==> src/rtl/text_slot_arbiter_pkg.sv <==
// Shared types and constants for the VGA text-overlay slot arbiter.
package text_slot_pkg;

  localparam int         GLYPH_W     = 8;
  localparam int         GLYPH_H     = 16;
  localparam logic [6:0] BLANK_ASCII = 7'h20;

  typedef struct packed {
    logic       enable;
    logic [6:0] ascii;
    logic [9:0] sx;
    logic [9:0] sy;
  } slot_t;

  localparam slot_t BLANK_SLOT = '{enable: 1'b0, ascii: BLANK_ASCII, sx: 10'd0, sy: 10'd0};

endpackage

==> src/rtl/text_slot_arbiter_if.sv <==
// Valid/ready slot-table write port of text_slot_arbiter.
interface text_slot_arbiter_if;

  logic       wr_valid;
  logic       wr_ready;
  logic [4:0] wr_slot;
  logic [6:0] wr_ascii;
  logic [9:0] wr_x;
  logic [9:0] wr_y;
  logic       wr_en;

  modport master (output wr_valid, wr_slot, wr_ascii, wr_x, wr_y, wr_en, input wr_ready);
  modport slave  (input wr_valid, wr_slot, wr_ascii, wr_x, wr_y, wr_en, output wr_ready);

endinterface

==> src/rtl/text_slot_arbiter_slot_match.sv <==
// Combinational hit test and glyph offsets for one character slot.
module slot_match
  import text_slot_pkg::*;
(
  input  slot_t      slot,
  input  logic [9:0] x,
  input  logic [9:0] y,
  input  logic       video_on,
  output logic       hit,
  output logic [3:0] row_off,
  output logic [2:0] col_off
);

  logic [10:0] x_end;
  logic [10:0] y_end;

  // Widened by one bit so a glyph at the right/bottom edge cannot wrap to 0.
  assign x_end = {1'b0, slot.sx} + 11'(GLYPH_W - 1);
  assign y_end = {1'b0, slot.sy} + 11'(GLYPH_H - 1);

  assign hit = slot.enable && video_on
            && (x >= slot.sx) && ({1'b0, x} <= x_end)
            && (y >= slot.sy) && ({1'b0, y} <= y_end);

  assign col_off = x[2:0] - slot.sx[2:0];
  assign row_off = y[3:0] - slot.sy[3:0];

endmodule

==> src/rtl/text_slot_arbiter.sv <==
// Character-slot table, priority select and ascii_rom pipeline for the text overlay.
// `TEXT_SLOT_SHADOW_EN selects double-buffered tables committed once per frame.
module text_slot_arbiter
  import text_slot_pkg::*;
#(
  parameter int NUM_SLOTS   = 24,
  parameter int ROM_LAT     = 1
`ifdef TEXT_SLOT_SHADOW_EN
  , parameter int COMMIT_LINE = 480
`endif
) (
  input  logic                clk,
  input  logic                reset,
  input  logic [9:0]          x,
  input  logic [9:0]          y,
  input  logic                video_on,
  text_slot_arbiter_if.slave  wr,
  output logic [10:0]         rom_addr,
  input  logic [7:0]          rom_data,
  output logic                text_bit,
  output logic                text_hit,
  output logic [4:0]          slot_id,
  output logic                commit_pulse
);

  slot_t active_tbl [NUM_SLOTS];
  slot_t wr_entry;
  logic  wr_in_range;
  logic  wr_fire;

  assign wr_entry    = '{enable: wr.wr_en, ascii: wr.wr_ascii, sx: wr.wr_x, sy: wr.wr_y};
  assign wr_in_range = int'(wr.wr_slot) < NUM_SLOTS;
  assign wr_fire     = wr.wr_valid && wr.wr_ready && wr_in_range;

`ifdef TEXT_SLOT_SHADOW_EN
  slot_t pending_tbl [NUM_SLOTS];
  logic  ready_q;
  logic  commit_now;

  assign commit_now   = (y == 10'(COMMIT_LINE)) && (x == 10'd0);
  assign wr.wr_ready  = reset && ready_q && !commit_now;
  assign commit_pulse = reset && commit_now;

  // NOTE: the slot tables are flops rather than RAM, so they can be cleared in a
  // single cycle and the screen is guaranteed blank straight out of reset.
  always_ff @(posedge clk) begin
    if (!reset) begin
      ready_q <= 1'b0;
      for (int i = 0; i < NUM_SLOTS; i++) begin
        pending_tbl[i] <= BLANK_SLOT;
        active_tbl[i]  <= BLANK_SLOT;
      end
    end else begin
      ready_q <= 1'b1;
      if (wr_fire) pending_tbl[wr.wr_slot] <= wr_entry;
      if (commit_now) active_tbl <= pending_tbl;
    end
  end
`else
  assign wr.wr_ready  = reset;
  assign commit_pulse = 1'b0;

  always_ff @(posedge clk) begin
    if (!reset) begin
      for (int i = 0; i < NUM_SLOTS; i++) active_tbl[i] <= BLANK_SLOT;
    end else if (wr_fire) begin
      active_tbl[wr.wr_slot] <= wr_entry;
    end
  end
`endif

  logic [NUM_SLOTS-1:0] hit_vec;
  logic [3:0]           row_vec [NUM_SLOTS];
  logic [2:0]           col_vec [NUM_SLOTS];

  for (genvar i = 0; i < NUM_SLOTS; i++) begin : g_match
    slot_match u_match (
      .slot     (active_tbl[i]),
      .x        (x),
      .y        (y),
      .video_on (video_on),
      .hit      (hit_vec[i]),
      .row_off  (row_vec[i]),
      .col_off  (col_vec[i])
    );
  end

  logic        sel_hit;
  logic [4:0]  sel_id;
  logic [2:0]  sel_col;
  logic [10:0] sel_addr;

  // NOTE: every output gets a default first so no path leaves one unassigned
  // (no latch); blocking assignments let the descending scan keep the lowest hit.
  always_comb begin
    sel_hit  = 1'b0;
    sel_id   = '0;
    sel_col  = '0;
    sel_addr = {BLANK_ASCII, 4'h0};
    for (int i = NUM_SLOTS - 1; i >= 0; i--) begin
      if (hit_vec[i]) begin
        sel_hit  = 1'b1;
        sel_id   = 5'(i);
        sel_col  = col_vec[i];
        sel_addr = {active_tbl[i].ascii, row_vec[i]};
      end
    end
  end

  logic               hit_q;
  logic [2:0]         col_q;
  logic [4:0]         id_q;
  logic [ROM_LAT-1:0] hit_d;
  logic [2:0]         col_d [ROM_LAT];
  logic [4:0]         id_d  [ROM_LAT];

  // NOTE: non-blocking assignments so every stage samples its predecessor's old value.
  always_ff @(posedge clk) begin
    if (!reset) begin
      rom_addr <= '0;
      hit_q    <= 1'b0;
      col_q    <= '0;
      id_q     <= '0;
      hit_d    <= '0;
      for (int i = 0; i < ROM_LAT; i++) begin
        col_d[i] <= '0;
        id_d[i]  <= '0;
      end
    end else begin
      rom_addr <= sel_addr;
      hit_q    <= sel_hit;
      col_q    <= sel_col;
      id_q     <= sel_id;
      hit_d[0] <= hit_q;
      col_d[0] <= col_q;
      id_d[0]  <= id_q;
      for (int i = 1; i < ROM_LAT; i++) begin
        hit_d[i] <= hit_d[i-1];
        col_d[i] <= col_d[i-1];
        id_d[i]  <= id_d[i-1];
      end
    end
  end

  assign text_hit = hit_d[ROM_LAT-1];
  assign slot_id  = id_d[ROM_LAT-1];
  assign text_bit = text_hit && rom_data[3'd7 - col_d[ROM_LAT-1]];

endmodule

==> src/flat_wrapper.sv <==
// flat-port wrapper written by rule: the top's interface ports become plain ports
module text_slot_arbiter_flat import text_slot_pkg::*;
#(
  parameter int NUM_SLOTS   = 24,
  parameter int ROM_LAT     = 1

)
  (clk, reset, x, y, video_on, rom_addr, rom_data, text_bit, text_hit, slot_id, commit_pulse, wr_wr_valid, wr_wr_slot, wr_wr_ascii, wr_wr_x, wr_wr_y, wr_wr_en, wr_wr_ready);
  text_slot_arbiter_if wr_i ();
  input  logic clk;
  input  logic reset;
  input  logic [9:0] x;
  input  logic [9:0] y;
  input  logic video_on;
  output logic [10:0] rom_addr;
  input  logic [7:0] rom_data;
  output logic text_bit;
  output logic text_hit;
  output logic [4:0] slot_id;
  output logic commit_pulse;
  input wire logic [$bits(wr_i.wr_valid)-1:0] wr_wr_valid;
  input wire logic [$bits(wr_i.wr_slot)-1:0] wr_wr_slot;
  input wire logic [$bits(wr_i.wr_ascii)-1:0] wr_wr_ascii;
  input wire logic [$bits(wr_i.wr_x)-1:0] wr_wr_x;
  input wire logic [$bits(wr_i.wr_y)-1:0] wr_wr_y;
  input wire logic [$bits(wr_i.wr_en)-1:0] wr_wr_en;
  output wire logic [$bits(wr_i.wr_ready)-1:0] wr_wr_ready;
  assign wr_i.wr_valid = wr_wr_valid;
  assign wr_i.wr_slot = wr_wr_slot;
  assign wr_i.wr_ascii = wr_wr_ascii;
  assign wr_i.wr_x = wr_wr_x;
  assign wr_i.wr_y = wr_wr_y;
  assign wr_i.wr_en = wr_wr_en;
  assign wr_wr_ready = wr_i.wr_ready;
  text_slot_arbiter #(.NUM_SLOTS(NUM_SLOTS), .ROM_LAT(ROM_LAT)) u_core (.clk(clk), .reset(reset), .x(x), .y(y), .video_on(video_on), .wr(wr_i), .rom_addr(rom_addr), .rom_data(rom_data), .text_bit(text_bit), .text_hit(text_hit), .slot_id(slot_id), .commit_pulse(commit_pulse));
endmodule
==> config.mk <==
export PLATFORM = sky130hd
export DESIGN_NAME = text_slot_arbiter_flat
export DESIGN_NICKNAME = d
export VERILOG_FILES = /design/src/rtl/text_slot_arbiter_pkg.sv /design/src/rtl/text_slot_arbiter_if.sv /design/src/rtl/text_slot_arbiter_slot_match.sv /design/src/rtl/text_slot_arbiter.sv /design/src/flat_wrapper.sv
export SDC_FILE = /design/constraint.sdc
export NUM_CORES = 2
export LEC_CHECK = 0
export CAP_MARGIN = 20
export CELL_PAD_IN_SITES_DETAIL_PLACEMENT = 0
export CELL_PAD_IN_SITES_GLOBAL_PLACEMENT = 1
export CORE_MARGIN = 5
export CORE_UTILIZATION = 45
export CTS_CLUSTER_SIZE = 25
export DETAILED_ROUTE_END_ITERATION = 6
export GPL_TIMING_DRIVEN = 0
export HOLD_SLACK_MARGIN = 0.15
export PLACE_DENSITY_LB_ADDON = 0.1
export SLEW_MARGIN = 20
export SYNTH_ARGS = -nofsm -noshare
export SYNTH_HDL_FRONTEND = slang
export SYNTH_SLANG_ARGS = --single-unit
==> constraint.sdc <==
create_clock -name clk -period 4.2 [get_ports clk]
set_input_delay 0.63 -clock clk [delete_from_list [all_inputs] [get_ports clk]]
set_output_delay 0.63 -clock clk [all_outputs]
set_load 0.05 [all_outputs]
==> impl_metrics.tcl <==
set metrics [dict create \
    status "finished, violations left" \
    violations "negative setup slack" \
    start_util 0.453 \
    worstSetupPathType "reg -> reg" \
    hp-class "reg -> reg" \
    rsz0062_at_grt "yes" \
    setup_viol 10 \
    drcViolationCount 0 \
    worstSkewPairLatency_ns 0.70 \
    powerDensity_nw_per_um2 304 \
    yosys.cell_types.count 95 \
    path_clk_slew_ns 0.06 \
    yosys_warnings 0 \
    grt_overflow_total 0 \
    post-route-cell-area_um2 72700 \
    synth-edff-count 672 \
    worst_setup_path_start_kind "register" \
    dp.final_hpwl_um 165000 \
    path_buf_inv 3 \
    synthSimpleGateAreaFrac 0.178 \
    p_int_uw 14900 \
    tns_ns -0.756 \
    max_stage_delay_ns 0.43 \
    pwr-share-seq 0.376 \
    synthCells 6203 \
    fin_crit_sh 1.04 \
    rows 134 \
    drt_iter0_drc 4402 \
    synth_xor_area_frac 0.0662 \
    synthAdderAreaFrac 0.224 \
    ant_nets 0 \
    required_ns 4.74 \
    syn_area_um2 60600 \
    synth.yosys.seq_area_share 0.343 \
    fin_crit_ns 4.39 \
    core_area_um2 134000 \
    synth.ff_latch_count 701 \
    first_global_vias 48836 \
    layout_commonest_cell "ha_1" \
    firstDrtPassIters 5 \
    slew_headroom 0.221 \
    drive_above_1_share 0.141 \
    fin_skew_ns 0.0446 \
    place_area_um2 65200 \
    power_leakage_uw 0.0304 \
    synth_fp_nets 7324 \
    fin_ws_ns -0.185 \
    final_cell_mix "ha_1 (985), edfxtp_1 (672), and2_1 (664)" \
    postSynthAreaPerCell_um2 9.76 \
    io_buffers 82 \
    ys.flop_type "edfxtp_1" \
    async_flop_share 0 \
    cts_root_buf "clkbuf_16" \
    antenna_found_initial 23 \
    cts_tree "yes" \
    max_freq_mhz 228 \
    power.total_uw 22100 \
    synth_top_family_by_area "adder cells" \
    grt.total_usage 0.303 \
    arrival_ns 4.92 \
    drt_wl_total_um 220000 \
    htreeDepth 3 \
    cts_sinks 701 \
    grt_max_degree 29 \
    clock_path_buffers 3 \
    numCtsBuffers 88 \
    muxShareOfSynthArea 0.00178 \
    synth_compound_area_frac 0.139 \
    worst_pin_slew_ns 1.17 \
    hold_viol_final 0 \
    crit_slowest_cell "a311o_2" \
    pwr-share-comb 0.272 \
    holdWs_ns 0.600 \
    place_congestion 0.928 \
    p_sw_frac 0.327 \
    die-area_um2 142000 \
    post_drt_wl_per_cell_um 25.9 \
    vias 49927 \
    p_clk_frac 0.352 \
    cp_top_family "compound AO/OA/AOI/OAI gates" \
    crit_fanout 8 \
    ios 85 \
    viasPerCell 5.88 \
    report.final.slew_viol_count 0 \
    grt_pass1_wl_um 319000 \
    die_h_um 377 \
    maxCapViolCount 0 \
    switching_power_uw 7230 \
    die_x_um 377 \
    crit_path_end_kind "register" \
    nets 7756 \
    syn_to_final_growth_pct 20.0 \
    peakVddDrop_uv 339 \
    crit_chain "inv_2, ha_4, or3b_4, and3_4, nand3_2, xnor2_1, ha_1, a21o_1, a2111oi_2, a211o_1, nand4_1, buf_6, buf_12, mux2i_4, a22oi_2, o311a_4, a311o_2" \
]
==> power groups by stage <==
stage | Sequential (µW) | Combinational, µW | Clock [µW]
2_1_floorplan | 8480 | 3190 | 0
3_3_place_gp | 8480 | 5110 | 0
3_5_place_dp | 8450 | 5360 | 0
4_1_cts | 8310 | 5760 | 7850
5_1_grt | 8360 | 6560 | 8120
6_report | 8320 | 6010 | 7780
==> flip-flops by register name, summed over array words and instances (netlist names) <==
register / cells
u_core.id_d: 5
u_core.rom_addr: 11
u_core.active_tbl: 672
u_core.text_hit: 1
u_core.hit_q: 1
u_core.col_d: 3
u_core.col_q: 3
u_core.id_q: 5
==> synth_stat cells (all sizes together), types with 17 or more instances <==
master   instances  area, µm²
a2111oi         38        397
a211o           43        377
a211oi          89        678
a21o           107        803
a21oi          261       1310
a221oi          31        278
a31oi           63        394
and2           669       4190
and3            32        205
buf             20        104
clkbuf         154        578
dfxtp           29        581
edfxtp         672      20200
fa              48        961
ha            1008      12600
inv            592       2220
nand2          297       1110
nand2b          76        475
nand3          128        641
nand4          139        870
nor2           280       1050
nor2b           71        444
nor3           151        756
nor4            21        159
o2111ai         17        149
o211ai          71        533
o21a            50        375
o21ai          216       1080
o21bai          25        188
o31ai           34        255
o32ai           17        149
or3             62        388
xnor2          415       3630
xor2            43        377
==> metrics by stage <==
stage	instances	worst slack (ns)	util
2_1_floorplan	6203	-0.0552	-
5_1_grt	8479	-0.266	0.544
3_5_place_dp	8105	-2.71	0.488
6_report	8493	-0.185	0.544
3_3_place_gp	8053	-8.30	0.476
4_1_cts	8394	-0.0873	0.531
==> final cells by class <==
cell class	instances	area, µm²
Tap cell	1768	2210
Clock inverter	52	402
Sequential cell	701	20800
Inverter	593	2250
Multi-Input combinational cell	4735	39800
Clock buffer	112	2490
Timing Repair Buffer	350	3780
Antenna cell	16	40.0
Fill cell	11944	60900
Buffer	166	1000
==> cells by family (layout without fill, tap and decap cells) <==
family | Yosys count | after routing
other | 1 | 17
AOI/OAI and AO/OA | 1221 | 1221
DFF | 701 | 701
muxes | 8 | 8
adders and majority gates | 1056 | 1056
and+or+nand+nor | 1991 | 1991
xor gates and xnor gates | 458 | 458
buffers and inverters | 767 | 1273
==> worst paths after layout <==
kind                       startpoint  slack (ns)                  to  cells past startpoint
max reg2reg  u_core.active_tbl[20][0]       -0.19  u_core.rom_addr[0]                     17
min                    u_core.id_q[1]        0.60   u_core.id_d[0][1]                      1
min reg2reg            u_core.id_q[1]        0.60   u_core.id_d[0][1]                      1
max          u_core.active_tbl[20][0]       -0.19  u_core.rom_addr[0]                     17
==> routing by layer <==
layer | part of all wire | up-vias | routed length (µm) | GRT usage
met5 | 0.000059 | - | 13 | 0
met4 | 0.034 | 2 | 7480 | 0.100
met3 | 0.069 | 350 | 15100 | 0.0420
met2 | 0.46 | 1601 | 102000 | 0.502
met1 | 0.43 | 24573 | 95700 | 0.410
li1 | - | 23401 | - | -
==> what timing repair did <==
action                                 CTS  global route
pin swaps                              144           155
setup endpoints to repair               20            18
gates resized for setup                437           267
cloned                                   0             0
buffers inserted                       131            84
endpoints found under the hold margin    0             0
hold buffers                             0             0
(Power assumes the default switching activity.)
